<file path="src/rtl/sharp_ctrl_pkg.sv">
// Shared types and widths for the sharpening raster-scan sequencer.
package sharp_ctrl_pkg;

    localparam int ADDR_W = 10;
    localparam int CNT_W  = 5;
    localparam int LEAD_W = 6;

    typedef enum logic [1:0] {
        IDLE = 2'd0,
        RD   = 2'd1,
        WR   = 2'd2,
        DONE = 2'd3
    } state_t;

    // True when a coordinate sits on the first or last line of its axis.
    function automatic logic on_edge(input logic [CNT_W-1:0] v, input logic [CNT_W-1:0] last);
        return (v == '0) || (v == last);
    endfunction

endpackage

</file>
<file path="src/rtl/sharp_scan_ctrl_if.sv">
// Command and memory handshake bundle between the scan sequencer and its host/memory side.
// The ABORT line exists only when SHARP_SCAN_ABORT_EN is defined.
interface sharp_scan_ctrl_if;
    import sharp_ctrl_pkg::ADDR_W;

    logic              START;
    logic              BUSY;
    logic              DONE;
    logic              RD_REQ;
    logic              RD_ACK;
    logic [ADDR_W-1:0] RD_ADDR;
    logic              WR_REQ;
    logic              WR_ACK;
    logic [ADDR_W-1:0] WR_ADDR;
    logic              WR_BORDER;

`ifdef SHARP_SCAN_ABORT_EN
    logic              ABORT;

    modport master (
        input  START, RD_ACK, WR_ACK, ABORT,
        output BUSY, DONE, RD_REQ, RD_ADDR, WR_REQ, WR_ADDR, WR_BORDER
    );

    modport slave (
        output START, RD_ACK, WR_ACK, ABORT,
        input  BUSY, DONE, RD_REQ, RD_ADDR, WR_REQ, WR_ADDR, WR_BORDER
    );
`else
    modport master (
        input  START, RD_ACK, WR_ACK,
        output BUSY, DONE, RD_REQ, RD_ADDR, WR_REQ, WR_ADDR, WR_BORDER
    );

    modport slave (
        output START, RD_ACK, WR_ACK,
        input  BUSY, DONE, RD_REQ, RD_ADDR, WR_REQ, WR_ADDR, WR_BORDER
    );
`endif

endinterface

</file>
<file path="src/rtl/CNT5.sv">
// Team 5-bit up counter: synchronous clear has priority over count enable.
module CNT5 (
    input  logic       CLK,
    input  logic       RST,
    input  logic       CE,
    output logic [4:0] CNT
);

    always_ff @(posedge CLK) begin
        if (RST) begin
            CNT <= 5'd0;
        end else if (CE) begin
            CNT <= CNT + 5'd1;
        end
    end

endmodule

</file>
<file path="src/rtl/sharp_scan_ctrl_ptr.sv">
// Raster pointer (column, row) built from two CNT5 counters; column wraps at LAST_COL.
module sharp_scan_ctrl_ptr
    import sharp_ctrl_pkg::*;
#(
    parameter int LAST_COL = 31
) (
    input  logic             CLK,
    input  logic             RST,
    input  logic             CE,
    output logic [CNT_W-1:0] col,
    output logic [CNT_W-1:0] row
);

    localparam logic [CNT_W-1:0] LAST_COL_C = CNT_W'(LAST_COL);

    logic col_wrap;
    logic col_rst;

    // Wrap is a counter clear, so it must beat the enable on the same edge.
    assign col_wrap = CE && (col == LAST_COL_C);
    assign col_rst  = RST || col_wrap;

    CNT5 u_col (
        .CLK (CLK),
        .RST (col_rst),
        .CE  (CE),
        .CNT (col)
    );

    CNT5 u_row (
        .CLK (CLK),
        .RST (RST),
        .CE  (col_wrap),
        .CNT (row)
    );

endmodule

</file>
<file path="src/rtl/sharp_scan_ctrl.sv">
// Raster-scan sequencer: reads lead writes by one line plus one pixel; flags border writes.
// Defining SHARP_SCAN_ABORT_EN adds an ABORT input that returns the scan to IDLE.
module sharp_scan_ctrl
    import sharp_ctrl_pkg::*;
#(
    parameter int LAST_COL = 31,
    parameter int LAST_ROW = 31
) (
    input logic               CLK,
    input logic               RST,
    sharp_scan_ctrl_if.master bus
);

    localparam logic [CNT_W-1:0]  LAST_COL_C = CNT_W'(LAST_COL);
    localparam logic [CNT_W-1:0]  LAST_ROW_C = CNT_W'(LAST_ROW);
    localparam logic [LEAD_W-1:0] LEAD_MAX   = LEAD_W'(LAST_COL + 2);

    state_t            state;
    state_t            state_nxt;
    logic [CNT_W-1:0]  col_r;
    logic [CNT_W-1:0]  row_r;
    logic [CNT_W-1:0]  col_w;
    logic [CNT_W-1:0]  row_w;
    logic [LEAD_W-1:0] lead;
    logic [LEAD_W-1:0] lead_nxt;
    logic              rd_done;
    logic              cnt_clr;
    logic              rd_ce;
    logic              wr_ce;
    logic              rd_at_last;
    logic              wr_at_last;
    logic              abort;

`ifdef SHARP_SCAN_ABORT_EN
    assign abort = bus.ABORT;
`else
    assign abort = 1'b0;
`endif

    // A START seen in IDLE restarts every pointer; an abort deliberately leaves them alone.
    assign cnt_clr    = RST || ((state == IDLE) && bus.START);
    assign rd_ce      = (state == RD) && bus.RD_ACK;
    assign wr_ce      = (state == WR) && bus.WR_ACK;
    assign rd_at_last = (row_r == LAST_ROW_C) && (col_r == LAST_COL_C);
    assign wr_at_last = (row_w == LAST_ROW_C) && (col_w == LAST_COL_C);

    sharp_scan_ctrl_ptr #(.LAST_COL(LAST_COL)) u_rd_ptr (
        .CLK (CLK),
        .RST (cnt_clr),
        .CE  (rd_ce),
        .col (col_r),
        .row (row_r)
    );

    sharp_scan_ctrl_ptr #(.LAST_COL(LAST_COL)) u_wr_ptr (
        .CLK (CLK),
        .RST (cnt_clr),
        .CE  (wr_ce),
        .col (col_w),
        .row (row_w)
    );

    always_comb begin
        lead_nxt = lead;
        if (rd_ce && (lead < LEAD_MAX)) begin
            lead_nxt = lead + 1'b1;
        end
    end

    always_ff @(posedge CLK) begin
        if (cnt_clr) begin
            lead    <= '0;
            rd_done <= 1'b0;
        end else begin
            lead <= lead_nxt;
            if (rd_ce && rd_at_last) begin
                rd_done <= 1'b1;
            end
        end
    end

    always_ff @(posedge CLK) begin
        if (RST) begin
            state <= IDLE;
        end else begin
            state <= state_nxt;
        end
    end

    // Transitions only happen on an accepted transaction, so a stalled request never moves.
    always_comb begin
        state_nxt = state;
        case (state)
            IDLE: begin
                if (bus.START) begin
                    state_nxt = RD;
                end
            end
            RD: begin
                if (rd_ce && ((lead_nxt == LEAD_MAX) || rd_done || rd_at_last)) begin
                    state_nxt = WR;
                end
            end
            WR: begin
                if (wr_ce) begin
                    if (wr_at_last) begin
                        state_nxt = DONE;
                    end else if (rd_done) begin
                        state_nxt = WR;
                    end else begin
                        state_nxt = RD;
                    end
                end
            end
            DONE: begin
                state_nxt = IDLE;
            end
            default: begin
                state_nxt = IDLE;
            end
        endcase
        if (abort && (state != IDLE)) begin
            state_nxt = IDLE;
        end
    end

    assign bus.BUSY      = (state != IDLE);
    assign bus.DONE      = (state == DONE);
    assign bus.RD_REQ    = (state == RD);
    assign bus.WR_REQ    = (state == WR);
    assign bus.RD_ADDR   = {row_r, col_r};
    assign bus.WR_ADDR   = {row_w, col_w};
    assign bus.WR_BORDER = (state == WR) &&
                           (on_edge(row_w, LAST_ROW_C) || on_edge(col_w, LAST_COL_C));

endmodule
</file>
<file path="src/flat_wrapper.sv">
// flat-port wrapper written by rule: the top's interface ports become plain ports
module sharp_scan_ctrl_flat import sharp_ctrl_pkg::*;
#(
    parameter int LAST_COL = 31,
    parameter int LAST_ROW = 31
)
  (CLK, RST, bus_START, bus_RD_ACK, bus_WR_ACK, bus_BUSY, bus_DONE, bus_RD_REQ, bus_RD_ADDR, bus_WR_REQ, bus_WR_ADDR, bus_WR_BORDER);
  sharp_scan_ctrl_if bus_i ();
  input logic CLK;
  input logic RST;
  input wire logic [$bits(bus_i.START)-1:0] bus_START;
  input wire logic [$bits(bus_i.RD_ACK)-1:0] bus_RD_ACK;
  input wire logic [$bits(bus_i.WR_ACK)-1:0] bus_WR_ACK;
  output wire logic [$bits(bus_i.BUSY)-1:0] bus_BUSY;
  output wire logic [$bits(bus_i.DONE)-1:0] bus_DONE;
  output wire logic [$bits(bus_i.RD_REQ)-1:0] bus_RD_REQ;
  output wire logic [$bits(bus_i.RD_ADDR)-1:0] bus_RD_ADDR;
  output wire logic [$bits(bus_i.WR_REQ)-1:0] bus_WR_REQ;
  output wire logic [$bits(bus_i.WR_ADDR)-1:0] bus_WR_ADDR;
  output wire logic [$bits(bus_i.WR_BORDER)-1:0] bus_WR_BORDER;
  assign bus_i.START = bus_START;
  assign bus_i.RD_ACK = bus_RD_ACK;
  assign bus_i.WR_ACK = bus_WR_ACK;
  assign bus_BUSY = bus_i.BUSY;
  assign bus_DONE = bus_i.DONE;
  assign bus_RD_REQ = bus_i.RD_REQ;
  assign bus_RD_ADDR = bus_i.RD_ADDR;
  assign bus_WR_REQ = bus_i.WR_REQ;
  assign bus_WR_ADDR = bus_i.WR_ADDR;
  assign bus_WR_BORDER = bus_i.WR_BORDER;
  sharp_scan_ctrl #(.LAST_COL(LAST_COL), .LAST_ROW(LAST_ROW)) u_core (.CLK(CLK), .RST(RST), .bus(bus_i));
endmodule
</file>
<file path="config.mk">
export PLATFORM = sky130hd
export DESIGN_NAME = sharp_scan_ctrl_flat
export DESIGN_NICKNAME = d
export VERILOG_FILES = /design/src/rtl/sharp_ctrl_pkg.sv /design/src/rtl/sharp_scan_ctrl_if.sv /design/src/rtl/CNT5.sv /design/src/rtl/sharp_scan_ctrl_ptr.sv /design/src/rtl/sharp_scan_ctrl.sv /design/src/flat_wrapper.sv
export SDC_FILE = /design/constraint.sdc
export NUM_CORES = 1
export LEC_CHECK = 0
export CAP_MARGIN = 20
export CORE_MARGIN = 3
export CORE_UTILIZATION = 56
export DETAILED_ROUTE_END_ITERATION = 10
export GPL_TIMING_DRIVEN = 0
export MAX_ROUTING_LAYER = met4
export PLACE_DENSITY = 0.84
export SETUP_SLACK_MARGIN = 0.5
export SYNTH_ARGS = -nofsm -noshare
export SYNTH_HDL_FRONTEND = slang
export SYNTH_HIERARCHICAL = 1
export SYNTH_SLANG_ARGS = --single-unit
</file>
<file path="constraint.sdc">
create_clock -name CLK -period 5.17 [get_ports CLK]
set_input_delay 0.517 -clock CLK [delete_from_list [all_inputs] [get_ports CLK]]
set_output_delay 0.517 -clock CLK [all_outputs]
set_load 0.03 [all_outputs]
</file>
==> results.txt <==
Met3 Routed Length - 104 um
CTS tree - yes
Share of layout cells above drive strength 1 - 0.1600
Port Buffer Count - 29
Vias in the first global route - 1438
Worst flop-to-flop path endpoint - u_core/u_wr_ptr/u_col/CNT[3]
Final nets - 236
DRC - 0
Crit path top cell by count - a21oi_1
Post-route ant nets - 0
Setup TNS - 0 ps
Initial cell density of the core - 0.6101
Status - finished, final reports clean
Hpwl dp - 2688 um
Hold WS - 516.4 ps
Clk slew on worst S/H paths - 90 ps
Clock Skews - 13.44 ps
Sequential share of the synthesized area - 0.3336
P_int - 0.3218 mW
Gpl congestion - 0.8595
Placed inst area - 2069 um2
Chip Height - 61.75 um
Setup WS post-layout - 2670 ps
CP delay by family, top - buffers and inverters
H-Tree Depth - 2
Top Layer Used - met4
Worst skew pair latency - 330 ps
VDD IR max - 0.0001818 V
Final hold vios - 0
Slowest stage cell, crit path - clkdlybuf4s50_1
FMAX - 400.0 MHz
Chip width - 61.75 um
Placement Setup Slack - 2429 ps
Design area - 2125 um2
Combinational power share - 0.159
Antenna Cells - 0
Max incr delay on CP - 690 ps
Met1 WL - 1672 um
Drt first pass iters - 4
Cells after Synth - 189
FF-to-FF setup slack - 2950 ps
YS warnings - 6
Setup crit start kind - register
Leak pwr - 0.8578 nW
# rows - 19
Worst slew margin - 0.3512
WP data arrival - 1980 ps
CTS sink count - 29
CTS resizes - 0
Die Area - 3813 um2
Final setup violation count - 0
Worst Tran Pin Value - 973.3 ps
CTS Buf Count - 5
Met2 WL - 1733 um
Clock Path Buffers - 2
CP startpoint - u_core/u_wr_ptr/u_col/CNT[2]
Psw - 0.1212 mW
Register bit count reported by yosys - 29
Final period util - 0.4836
Minimum clock period - 2500 ps
Max-capacitance violation count - 0
Net Sw Frac - 0.2735
I/O pin count - 30
Cell count of the worst reg-to-reg path - 6
Critical path depth - 5
Syn nets - 200
CP Capture Point - bus_WR_BORDER
Antenna violations before repair - 0
Cell area after synthesis - 1740 um2
Area Overhead vs Synth - 22.07%
WL per Instance - 14.03 um
Yosys cell types - 46
RSZ-0062 raised after global routing - false
Pin count of the biggest net entering global routing - 24
Vias post-DR - 1466
Crit path buffers/inverters - 1
Mean Syn Cell Area - 9.209 um2
CTS Root Cell - clkbuf_4
Setup crit end kind - output pin
Placed cells - 249
Clock power frac - 0.315
Initial DRC Count - 85
Post-CTS Setup Bufs - 0
CTS Hold Bufs - 0
GRT overflow - 0
GRT Overall Usage - 0.2236
Sequential Power Share - 0.526
Final std cells w/o fill - 256
Pins Over Slew Limit - 0
First-pass GRT wire length - 6120 um
Min-Delay Path Class - register to register
Worst EP required - 4650 ps
R2r startpoint - u_core/state[0]
Crit Path Category - register to output pin
DRT Wirelength - 3591 um
CP max FO - 8
Vias per inst - 5.727
Crit-path cells - nand3_1 > nor2_1 > a21oi_1 > a21oi_1 > clkdlybuf4s50_1
Core Region - 2853 um2
Power density cells - 208.5 nW/um2
[cell type report]
class                      instances  area, um2
timing repair buffer              29      290.3
tap                               31      38.79
fill                             228      728.2
buffer                             5      48.80
inverter                           7      27.53
sequential                        29      580.6
multi-input combinational        148       1084
clock buffer                       7      55.05
[sequential cells by signal (all words and copies together), names as in the netlist]
signal / flops
u_core/state: 2
u_core/u_wr_ptr/u_col/CNT: 5
u_core/rd_done: 1
u_core/u_rd_ptr/u_row/CNT: 5
u_core/u_rd_ptr/u_col/CNT: 5
u_core/u_wr_ptr/u_row/CNT: 5
u_core/lead: 6
[cell usage in the layout (no fill, tap or decap), drive strengths merged, types with 3 or more instances in the layout]
cell type and instances:
a211oi 3, a21bo 5, a21oi 10, a31o 3
and2b 3, buf 4, clkbuf 8, clkdlybuf4s50 29
dfxtp 29, ha 6, inv 6, mux2 8
mux2i 5, nand2 9, nand3 4, nand3b 6
nand4 12, nor2 32, nor2b 9, nor3 3
o21ai 3, xnor2 5
[how the worst min path moves through the flow]
| stage | from | slack (ps) | depth (start not counted) | to |
|---|---|---|---|---|
| floorplan | u_core/rd_done | 460 | 2 | u_core/rd_done |
| global placement | u_core/rd_done | 490 | 2 | u_core/rd_done |
| detailed placement | u_core/rd_done | 500 | 2 | u_core/rd_done |
| CTS | u_core/rd_done | 520 | 2 | u_core/rd_done |
| global route | u_core/rd_done | 580 | 2 | u_core/rd_done |
| finish | u_core/rd_done | 520 | 2 | u_core/rd_done |
[power by group through the flow]
stage	Clock (mW)	Combinational [mW]	Sequential, mW
after floorplan	0	0.0473	0.238
after global placement	0	0.0693	0.237
after detailed placement	0	0.0708	0.238
after CTS	0.145	0.0711	0.233
after global routing	0.156	0.0771	0.234
final	0.140	0.0705	0.233
[through the flow]
step                power (mW)  utilization
floorplan               0.2855            -
global placement        0.3067       0.7254
detailed placement      0.3088       0.7254
CTS                     0.4487       0.7447
global route            0.4676       0.7447
finish                  0.4430       0.7447
[per-layer routing]
| layer | vias to the layer above | GRT usage |
|---|---|---|
| met3 | 9 | 0.05165 |
| met4 | 0 | 0.1242 |
| met5 | - | - |
| met1 | 683 | 0.2484 |
| met2 | 24 | 0.3677 |
| li1 | 750 | - |
[Yosys cell counts, drive strengths merged]
cell     count  area (um2)
a211oi       3       22.52
a21bo        5       50.05
a21boi       1       7.510
a21o         1       7.510
a21oi       10       50.05
a31o         3       26.28
and2         2       13.77
and2b        3       25.02
and4         1       8.760
buf          4       45.04
clkbuf       1       3.750
clkinv       1       5.000
dfxtp       29       580.6
ha           6       75.07
inv          6       22.52
mux2         8       120.1
mux2i        5       50.05
nand2        9       33.78
nand2b       1       6.260
nand3        4       20.02
nand3b       6       57.56
nand4       12       125.1
nand4b       1       8.760
nor2        32       120.1
nor2b        9       56.30
nor3         3       15.01
nor4         2       12.51
nor4b        1       8.760
o2111ai      1       8.760
o21ai        3       15.01
o21bai       2       22.52
o221ai       1       8.760
o31ai        1       7.510
o41ai        1       8.760
or2          1       6.260
or2b         2       16.27
or4          1       7.510
xnor2        5       43.79
xor2         2       17.52
[tightest hold or removal path, stage by stage (launching register included)]
cell	delay [ps]
dfxtp_1	370
a21oi_1	50
nor2_1	70
[cell families after synthesis]
| kind of cell | count (synthesis) | synth area share |
|---|---|---|
| AND/OR/NAND/NOR | 90 | 0.3113 |
| AO/OA/AOI/OAI | 32 | 0.1352 |
| flip-flops | 29 | 0.3336 |
| multiplexers | 13 | 0.09778 |
| buffers and inverters | 12 | 0.04385 |
| XOR/XNOR | 7 | 0.03523 |
| adder cells (fa/ha/maj) | 6 | 0.04313 |
(Power assumes the default switching activity.)
